[config.mk]
export PLATFORM = sky130hd
export DESIGN_NAME = seq_detect_param
export DESIGN_NICKNAME = d
export VERILOG_FILES = /design/src/rtl/seq_detect_param.sv
export SDC_FILE = /design/constraint.sdc
export NUM_CORES = 1
export LEC_CHECK = 0
export ABC_AREA = 1
export BUFFER_PORTS_ARGS = -buffer_cell sky130_fd_sc_hd__buf_4
export CORE_ASPECT_RATIO = 0.7
export CORE_MARGIN = 2
export CORE_UTILIZATION = 50
export CTS_BUF_LIST = sky130_fd_sc_hd__clkbuf_8
export DETAILED_ROUTE_END_ITERATION = 8
export PLACE_DENSITY = 0.78
export SETUP_SLACK_MARGIN = 0.1
export SYNTH_ARGS = -nofsm -noshare
export SYNTH_HDL_FRONTEND = slang
export SYNTH_SLANG_ARGS = --single-unit
[constraint.sdc]
create_clock -name clk -period 6.2 [get_ports clk]
set_input_delay 0.31 -clock clk [delete_from_list [all_inputs] [get_ports clk]]
set_output_delay 0.31 -clock clk [all_outputs]
set_load 0.02 [all_outputs]
[src/rtl/seq_detect_param.sv]
// Serial pattern detector with a runtime-loadable pattern, length and overlap mode.
// Reports a Mealy match flag, its registered copy and a saturating match count.
module seq_detect_param #(
    parameter int                 MAX_LEN = 8,
    parameter int                 CNT_W   = 8,
    parameter logic [MAX_LEN-1:0] DEF_PAT = MAX_LEN'(8'b0000_0101),
    parameter int                 DEF_LEN = 4,
    parameter bit                 DEF_OVL = 1'b1,
    localparam int                LEN_W   = $clog2(MAX_LEN + 1)
) (
    input  logic               clk,
    input  logic               reset,
    input  logic               x_valid,
    input  logic               x,
    input  logic               cfg_load,
    input  logic [MAX_LEN-1:0] cfg_pat,
    input  logic [LEN_W-1:0]   cfg_len,
    input  logic               cfg_overlap,
    input  logic               cnt_clr,
    output logic               z,
    output logic               z_q,
    output logic [CNT_W-1:0]   match_cnt,
    output logic               cnt_sat,
    output logic               cfg_err
);

    localparam logic [LEN_W-1:0] MAX_L = LEN_W'(MAX_LEN);

    logic [MAX_LEN-1:0] pat_q, pat_d;
    logic [MAX_LEN-1:0] hist_q, hist_d, hist_n;
    logic [LEN_W-1:0]   len_q, len_d;
    logic [LEN_W-1:0]   fill_q, fill_d, fill_n;
    logic               ovl_q, ovl_d;
    logic               err_q, err_d;
    logic [CNT_W-1:0]   cnt_q, cnt_d;
    logic               zr_q;
    logic               mism;
    logic               shift_en;
    logic               cfg_ok;
    logic               z_c;

    function automatic logic [CNT_W-1:0] sat_inc(input logic [CNT_W-1:0] v);
        return (&v) ? v : v + CNT_W'(1);
    endfunction

    assign cfg_ok   = (cfg_len != '0) && (cfg_len <= MAX_L);
    assign shift_en = x_valid & ~cfg_load;

    // Compare the would-be history against the low len bits of the pattern.
    always_comb begin
        hist_n = {hist_q[MAX_LEN-2:0], x};
        fill_n = (fill_q == MAX_L) ? fill_q : fill_q + LEN_W'(1);
        mism   = 1'b0;
        for (int i = 0; i < MAX_LEN; i++) begin
            if (LEN_W'(i) < len_q) mism = mism | (hist_n[i] ^ pat_q[i]);
        end
        z_c = reset & shift_en & (fill_n >= len_q) & ~mism;
    end

    always_comb begin
        pat_d  = pat_q;
        len_d  = len_q;
        ovl_d  = ovl_q;
        hist_d = hist_q;
        fill_d = fill_q;
        err_d  = err_q;
        cnt_d  = cnt_q;
        if (cfg_load) begin
            if (cfg_ok) begin
                pat_d  = cfg_pat;
                len_d  = cfg_len;
                ovl_d  = cfg_overlap;
                hist_d = '0;
                fill_d = '0;
                err_d  = 1'b0;
            end else begin
                err_d  = 1'b1;
            end
        end else if (x_valid) begin
            hist_d = hist_n;
            // Non-overlapping mode forgets everything consumed by a match.
            fill_d = (z_c && !ovl_q) ? '0 : fill_n;
        end
        if (cnt_clr)  cnt_d = z_c ? CNT_W'(1) : '0;
        else if (z_c) cnt_d = sat_inc(cnt_q);
    end

    always_ff @(posedge clk or negedge reset) begin
        if (!reset) begin
            pat_q  <= DEF_PAT;
            len_q  <= LEN_W'(DEF_LEN);
            ovl_q  <= DEF_OVL;
            hist_q <= '0;
            fill_q <= '0;
            err_q  <= 1'b0;
            cnt_q  <= '0;
            zr_q   <= 1'b0;
        end else begin
            pat_q  <= pat_d;
            len_q  <= len_d;
            ovl_q  <= ovl_d;
            hist_q <= hist_d;
            fill_q <= fill_d;
            err_q  <= err_d;
            cnt_q  <= cnt_d;
            zr_q   <= z_c;
        end
    end

    assign z         = z_c;
    assign z_q       = zr_q;
    assign match_cnt = cnt_q;
    assign cnt_sat   = &cnt_q;
    assign cfg_err   = err_q;

endmodule

# After elaboration in Yosys (flattened, before gate mapping)
# Cells that the tools add are included.
# word_totals
reg_bits	34
out_inout_bits	12
# classes
add_sub_neg	2
magnitude_cmp	10
n_eq_ne	3
n_mux	21
bitwise	21
n_reduce_logical	10
# ops
cell	n
$mux 8	3
$mux 7	3
$mux 4	5
$lt 3x4->1 const A	4
$mux 1	10
$add 8x1->8 const B	1
$lt 1x4->1 const A	2
$lt 2x4->1 const A	2
$reduce_and 8->1	1
$xor 1x1->1	8
$or 1x1->1	7
$reduce_and 2->1	3
$add 4x1->4 const B	1
$and 1x1->1	4
$eq 4x4->1 const B	1
$ge 4x4->1	1
$le 4x4->1 const B	1
$reduce_bool 2->1	2
$reduce_bool 4->1	1
$logic_and 1x1->1	2
$ne 2x1->1 const B	1
$ne 2x2->1 const B	1
$not 1->1	2
$logic_not 1->1	1

# Longest topological paths before layout
# Gate-level depths: netlist (run 1).
# depth
word_depth	22
mapped_depth	16
depth_no_buf	16

# Worst setup path after synthesis (run 1)
# OpenSTA, ideal clock, no wires.
# synth_path
path_type	reg-to-output
from	reg fill_q[0]
to	out z
t_arrival_ps	1837
required_time_ps	5890
slack_ps	4053
path_stages_with_launch	12
n_path_buf	0
cell_sequence	dfrtp_1 > inv_1 > ha_1 > nand2_1 > nor2_1 > xor2_1 > inv_1 > ha_1 > nand3_1 > nand3_1 > nand3_2 > a21oi_2
# synth_via
elab_chain_cells	5
# synth_lines
item	line_no	rtl
from (decl)	32	logic [LEN_W-1:0] fill_q, fill_d, fill_n;
from (signal assigned)	103	fill_q <= fill_d;
$add 4x1->4 or $eq 4x4->1 (tied branches)	52	fill_n = (fill_q == MAX_L) ? fill_q : fill_q + LEN_W'(1);
$mux 4 *	52	
$ge 4x4->1 *	57	z_c = reset & shift_en & (fill_n >= len_q) & ~mism;
$and 1x1->1 * (2 in a row)	57	
to (decl)	20	output logic z,
# Mark *: on every way between the ends. The rest lies on a longest branch, timed or not.

# Final worst setup path (run 1)
# Same ends and word-level chain as after synthesis.

==> impl_results.md, run 1 <==
* First-pass GRT wire length at 6948 um
* Rel. slew slack at 71.28%
* List of most frequent post-synthesis cells: 85 x nand2_1, 33 x inv_1, 30 x dfrtp_1, 26 x nand3_1, 11 x nor2_1
* Die X-Extent at 78.01 um
* Max VDD drop at 0.0001763 V
* Slew Limit Fails at 0
* Post-synthesis cell type count at 27
* Clk root buf: clkbuf_8
* Filler cell count in the final layout at 314
* IO Pins at 31
* Fin crit share at 44.00%
* DRC viols at 0
* Post-Place Cell Area at 2191 um2
* #FFs+latches synth at 34
* Critical path type: flip-flop to primary output
* CTS tree: built
* Drt wl/cell at 11.62 um
* Critical-path cell list: inv_1, ha_1, nand2_1, nor2_1, xor2_1, inv_1, ha_1, o21bai_1, nand2_1, nand3_1, nand3_2, a21oi_2, buf_4
* Clock latency on the worst-skew pair at 0.28 ns
* Main synth FF type: dfrtp_1
* Status: complete, no violations
* Htree depth at 2
* Post-synth ARST share at 100.0%
* Die footprint at 4353 um2
* CP arrival at 2.42 ns
* Leakage power at 1.281 nW
* CP Data Required Time at 5.89 ns
* CTS Buf Count at 5
* Ant diodes at 0
* CTS Hold Buffers Added at 1
* Row count at 18
* Worst-path clk slew at 0.07 ns
* Fmax at 0.3666 GHz
* Post-CTS resize count at 0
* Final setup margin at 3.472 ns
* Synth warn at 0
* Final setup TNS at 0 ns
* Crit path max fanout at 5
* Slowest CP cell: dfrtp_1
* Pin count of the biggest net entering global routing at 36
* Share of layout cells above drive strength 1 at 20.56%
* Register area share after synthesis at 44.65%
* CTS sink count at 34
* Area delta synth->final at 19.58%
* Crit path largest cell delay at 0.42 ns
* CORE AREA at 3603 um2
* Final #Nets at 312
* Post-DP HPWL at 2947 um
* First-pass iteration count of the detailed router at 4
* CP delay by family, top: simple AND/OR/NAND/NOR gates
* Placer Congestion at 0.8216
* Detailed Route WL at 3917 um
* Synth Instances at 251
* Post-CTS setup buffers at 0
* All-Layer GR Usage at 20.10%
* Grt ovf at 0
* Final instance area at 2292 um2
* Most common cell in the synthesized netlist: nand2_1
* CP Capture Type: primary output
* Post-synth EDFFs at 0
* DRT iter0 DRCs at 65
* Final setup skew at 0.004267 ns
* Pre-CTS setup slack at 3.797 ns
* Actual slew at the worst max-slew pin at 0.4308 ns
* IO Port Bufs at 30
* DR vias/cell at 4.893
* Util after Layout at 63.61%
* RSZ-0062 raised after global routing: false
* Max Cap Viol at 0
* Post-synthesis cell area at 1917 um2
* Setup-failing EPs final at 0
* Die height at 55.81 um
* Initial core utilization at 53.19%
* Vias in the first global route at 1504
* Area contributors post-synth: dfrtp_1 39%, nand2_1 17%, nand3_1 6.8%, inv_1 6.5%, dfstp_2 5.5%
* Avg Cell Area, Syn at 7.637 um2
* Pwr dens at 235.4 nW/um2
* Post-route ant nets at 0
* Buf+Inv Stages, Crit Path at 3
* Pwr Total at 0.5396 mW
* Max clock buf depth at 2
* Area leader, netlist: dfrtp_1
* Hold Vio Cnt, Final at 0
* Initial antenna violation count at 0
* Area fraction of the dominant cell type after synthesis at 39.16%
* Period minus WS final at 2.728 ns
* Hold Crit Class: input pin to flip-flop
* Via count at 1649
* CP Launch Type: flip-flop
* Syn Nets at 277
-- layout by cell type (no fill, tap or decap), types with 3 or more instances in the layout --
cell       n
nand2_1   85
inv_1     34
dfrtp_1   30
buf_4     30
nand3_1   26
nor2_1    11
inv_2      8
o22ai_1    7
ha_1       7
xor2_1     6
o21ai_0    6
clkbuf_8   6
o21ai_1    5
dfstp_2    4
nor2_2     3
-- flip-flops by register name, summed over array words and instances, names as in the netlist --
| register | flops |
|---|---|
| match_cnt | 8 |
| fill_q | 4 |
| ovl_q | 1 |
| z_q | 1 |
| cfg_err | 1 |
| len_q | 4 |
| pat_q | 8 |
| hist_q | 7 |
-- layer usage --
metal	GRT usage, %	up-vias	routed length, um
met5	0	-	0
met4	5.263	0	27
met3	4.221	2	167
met2	28.94	30	1695
met1	30.69	754	2027
li1	-	863	-
-- worst min-delay path, delay by kind of cell --
| family | cells | cell delay (ns) |
|---|---|---|
| AOI/OAI and AO/OA | 1 | 0.05 |
| and+or+nand+nor | 1 | 0.04 |
| buffers and inverters | 1 | 0.07 |
-- report_power, final --
group / switching, mW / internal [mW] / leakage [nW]
sequential: 0.0154 / 0.245 / 0.439
clock: 0.0753 / 0.0878 / 0.0524
combinational: 0.0701 / 0.0459 / 0.790
-- cell type report --
type | instances | area, um2 | area share, %
multi-input combinational | 172 | 888.4 | 38.76
sequential | 34 | 855.8 | 37.34
timing repair buffer | 31 | 235.2 | 10.26
inverter | 42 | 158.9 | 6.932
clock buffer | 6 | 82.58 | 3.603
tap | 50 | 62.56 | 2.729
clock inverter | 2 | 8.758 | 0.3821
-- final timing paths --
check / startpoint / to / slack, ns / depth (start not counted)
worst max-delay path: fill_q[0]$_DFFE_PN0P_ / z / 3.47 / 13
worst min-delay path: cfg_pat[6] / pat_q[6]$_DFFE_PN0P_ / 0.23 / 3
worst max register to register: fill_q[0]$_DFFE_PN0P_ / match_cnt[5]$_DFFE_PN0P_ / 3.95 / 15
worst min register to register: ovl_q$_DFFE_PN1P_ / ovl_q$_DFFE_PN1P_ / 0.47 / 2
max in group asynchronous: reset / ovl_q$_DFFE_PN1P_ / 5.36 / 2
min in group asynchronous: reset / hist_q[4]$_DFFE_PN0P_ / 0.51 / 2
-- logic make-up after synthesis --
family	after synthesis	synth area share [%]
AO/OA/AOI/OAI	22	6.658
flip-flops	34	44.65
AND/OR/NAND/NOR	136	31.92
buffers and inverters	45	9.008
adder cells (fa/ha/maj)	7	4.569
XOR/XNOR	7	3.198
-- per-stage QoR --
step / std cells / hold slack (ns)
3_5_place_dp: 328 / 0.2806
3_3_place_gp: 328 / 0.2825
4_1_cts: 337 / 0.2334
5_1_grt: 337 / 0.2332
6_report: 337 / 0.2349
2_1_floorplan: 251 / 0.01441
Power figures use the tool's default switching activity.
==> run 2, diff against run 1 <==
PLACE_DENSITY = 0.81   (was 0.78)
clock period = 2.5 ns   (was 6.2 ns; I/O delays follow)
==> impl_results.md, run 2 (same netlist as run 1, synthesis figures left out) <==
* Status: complete, no violations
* Ant diodes at 0 (unchanged)
* Worst-path clk slew at 0.07 ns (about the same)
* Clk root buf: clkbuf_8
* Share of layout cells above drive strength 1 at 25.94% (+5.4 points)
* Setup-failing EPs final at 0 (unchanged)
* CORE AREA at 3603 um2 (unchanged)
* CP Launch Type: flip-flop
* Most common cell after layout, fill and taps aside: nand2_1
* Die X-Extent at 78.01 um (unchanged)
* Slowest CP cell: dfrtp_1
* CTS Buf Count at 5 (unchanged)
* Die footprint at 4353 um2 (unchanged)
* Vias in the first global route at 1585 (+5.4%)
* Fin cells at 343 (+1.8%)
* Final instance area at 2400 um2 (+4.7%)
* Area delta synth->final at 25.20%
* R2R depth at 15 (unchanged)
* Detailed Route WL at 4276 um (+9.2%)
* First-pass iteration count of the detailed router at 4 (unchanged)
* First-pass GRT wire length at 7231 um (+4.1%)
* Critical-path cell list: inv_2, ha_4, nand2_4, nor2_4, xor2_2, inv_1, ha_2, nand3_1, nand3_2, nand3_4, a21oi_4, buf_6
* Levels on crit path at 12 (-1)
* Final setup TNS at 0 ns (unchanged)
* Post-DP HPWL at 3056 um (+3.7%)
* Hold Crit Class: input pin to flip-flop
* Row count at 18 (unchanged)
* Clock latency on the worst-skew pair at 0.29 ns (about the same)
* Hold Crit Depth at 3 (unchanged)
* CTS sink count at 34 (unchanged)
* Drt wl/cell at 12.47 um (+7.3%)
* Max clock buf depth at 2 (unchanged)
* IO Pins at 31 (unchanged)
* Slew Limit Fails at 0 (unchanged)
* Pwr dens at 578.2 nW/um2 (+150%)
* Leakage power at 1.317 nW (+2.8%)
* Hold Vio Cnt, Final at 0 (unchanged)
* Crit path max fanout at 4 (-1)
* Die height at 55.81 um (unchanged)
* Crit path largest cell delay at 0.42 ns (about the same)
* CP Capture Type: primary output
* Period minus WS final at 2.383 ns
* CP delay by family, top: simple AND/OR/NAND/NOR gates
* Final #Nets at 318 (+1.9%)
* Grt ovf at 0 (unchanged)
* Placer Congestion at 0.8554 (+4.1%)
* Fin crit share at 95.34%
* Post-route ant nets at 0 (unchanged)
* CP arrival at 2.26 ns (-0.16 ns)
* Initial antenna violation count at 0 (unchanged)
* Pin count of the biggest net entering global routing at 35 (-2.8%)
* Actual slew at the worst max-slew pin at 0.4319 ns (+0.001127 ns)
* DRT iter0 DRCs at 142 (+120%)
* RSZ-0062 raised after global routing: true
* CP Data Required Time at 2.38 ns (-3.51 ns)
* Rel. slew slack at 71.21% (-0.075 points)
* Max VDD drop at 0.0003610 V (+100%)
* Most frequent cells in the layout: 84 x nand2_1, 35 x buf_4, 31 x inv_1
* Filler cell count in the final layout at 297 (-5.4%)
* Max Cap Viol at 0 (unchanged)
* Dpl cells at 329 (+0.30%)
* All-Layer GR Usage at 21.33% (+1.2 points)
* Final setup skew at 0.005550 ns (+0.001283 ns)
* Util after Layout at 66.60% (+3.0 points)
* Reg2Reg Setup Slack at 0.22 ns (-3.73 ns)
* IO Port Bufs at 30 (unchanged)
* Critical path type: flip-flop to primary output
* Fmax at 0.4196 GHz
* Post-Place Cell Area at 2198 um2 (+0.34%)
* Pwr Total at 1.387 mW (+160%)
* Buf+Inv Stages, Crit Path at 3 (unchanged)
* CTS tree: built
* DR vias/cell at 4.869 (-0.50%)
* Htree depth at 2 (unchanged)
* Via count at 1670 (+1.3%)
* DRC viols at 0 (unchanged)
* Initial core utilization at 53.19% (unchanged)
## run 2: cell count changes in the layout (fill, tap and decap cells not counted), moves of 2 or more
cell | before | now
ha_2 | 0 | 2
ha_1 | 7 | 4
buf_4 | 30 | 35
inv_2 | 8 | 11
inv_1 | 34 | 31
## run 2: tightest hold or removal path: stages
cell and delay (ns):
buf_4 0.08, nand2_1 0.04, o21ai_0 0.05
## run 2: timing repair
item,4_1_cts,5_1_grt
setup buffers,1,4
pin swaps,1,10
endpoints found under the hold margin,30,0
resized for setup,3,14
hold buffers,1,0
setup endpoints to repair,1,4
## run 2: worst paths after layout
| kind | start | end |
|---|---|---|
| max | fill_q[0]$_DFFE_PN0P_ | z |
| min | cfg_pat[6] | pat_q[6]$_DFFE_PN0P_ |
| max reg2reg | fill_q[1]$_DFFE_PN0P_ | match_cnt[3]$_DFFE_PN0P_ |
| min reg2reg | ovl_q$_DFFE_PN1P_ | ovl_q$_DFFE_PN1P_ |
| max in group asynchronous | reset | pat_q[0]$_DFFE_PN1P_ |
| min in group asynchronous | reset | pat_q[5]$_DFFE_PN0P_ |
## run 2: layout make-up
cell class / count / area [um2] / share of cell area, %
repair buffers: 37 / 284.0 / 11.84
clock inverters: 3 / 13.76 / 0.5735
inverters: 42 / 158.9 / 6.621
well taps: 50 / 62.56 / 2.607
multi-input cells: 172 / 955.9 / 39.83
clock buffers: 5 / 68.82 / 2.868
flip-flops and latches: 34 / 855.8 / 35.66
## run 2: metal layers
metal	share of wire (%)	up-vias	GRT usage [%]
li1	-	871	-
met2	44	31	29.56
met1	51	761	31.84
met4	1.5	0	8.271
met5	0	-	0
met3	3.1	7	5.357
## run 2: metrics by stage
stage / worst slack (ns) / hold slack [ns]
floorplan: 0.3867 / -0.1706
global placement: 0.3780 / 0.1870
detailed placement: 0.2881 / 0.1873
CTS: 0.1083 / 0.03045
global route: 0.01121 / 0.04763
finish: 0.1166 / 0.03724
## run 2: where the power goes
part           switching (mW)  internal [mW]
registers              0.0417          0.607
clock network           0.197          0.189
logic                   0.208          0.146
total                   0.446          0.942
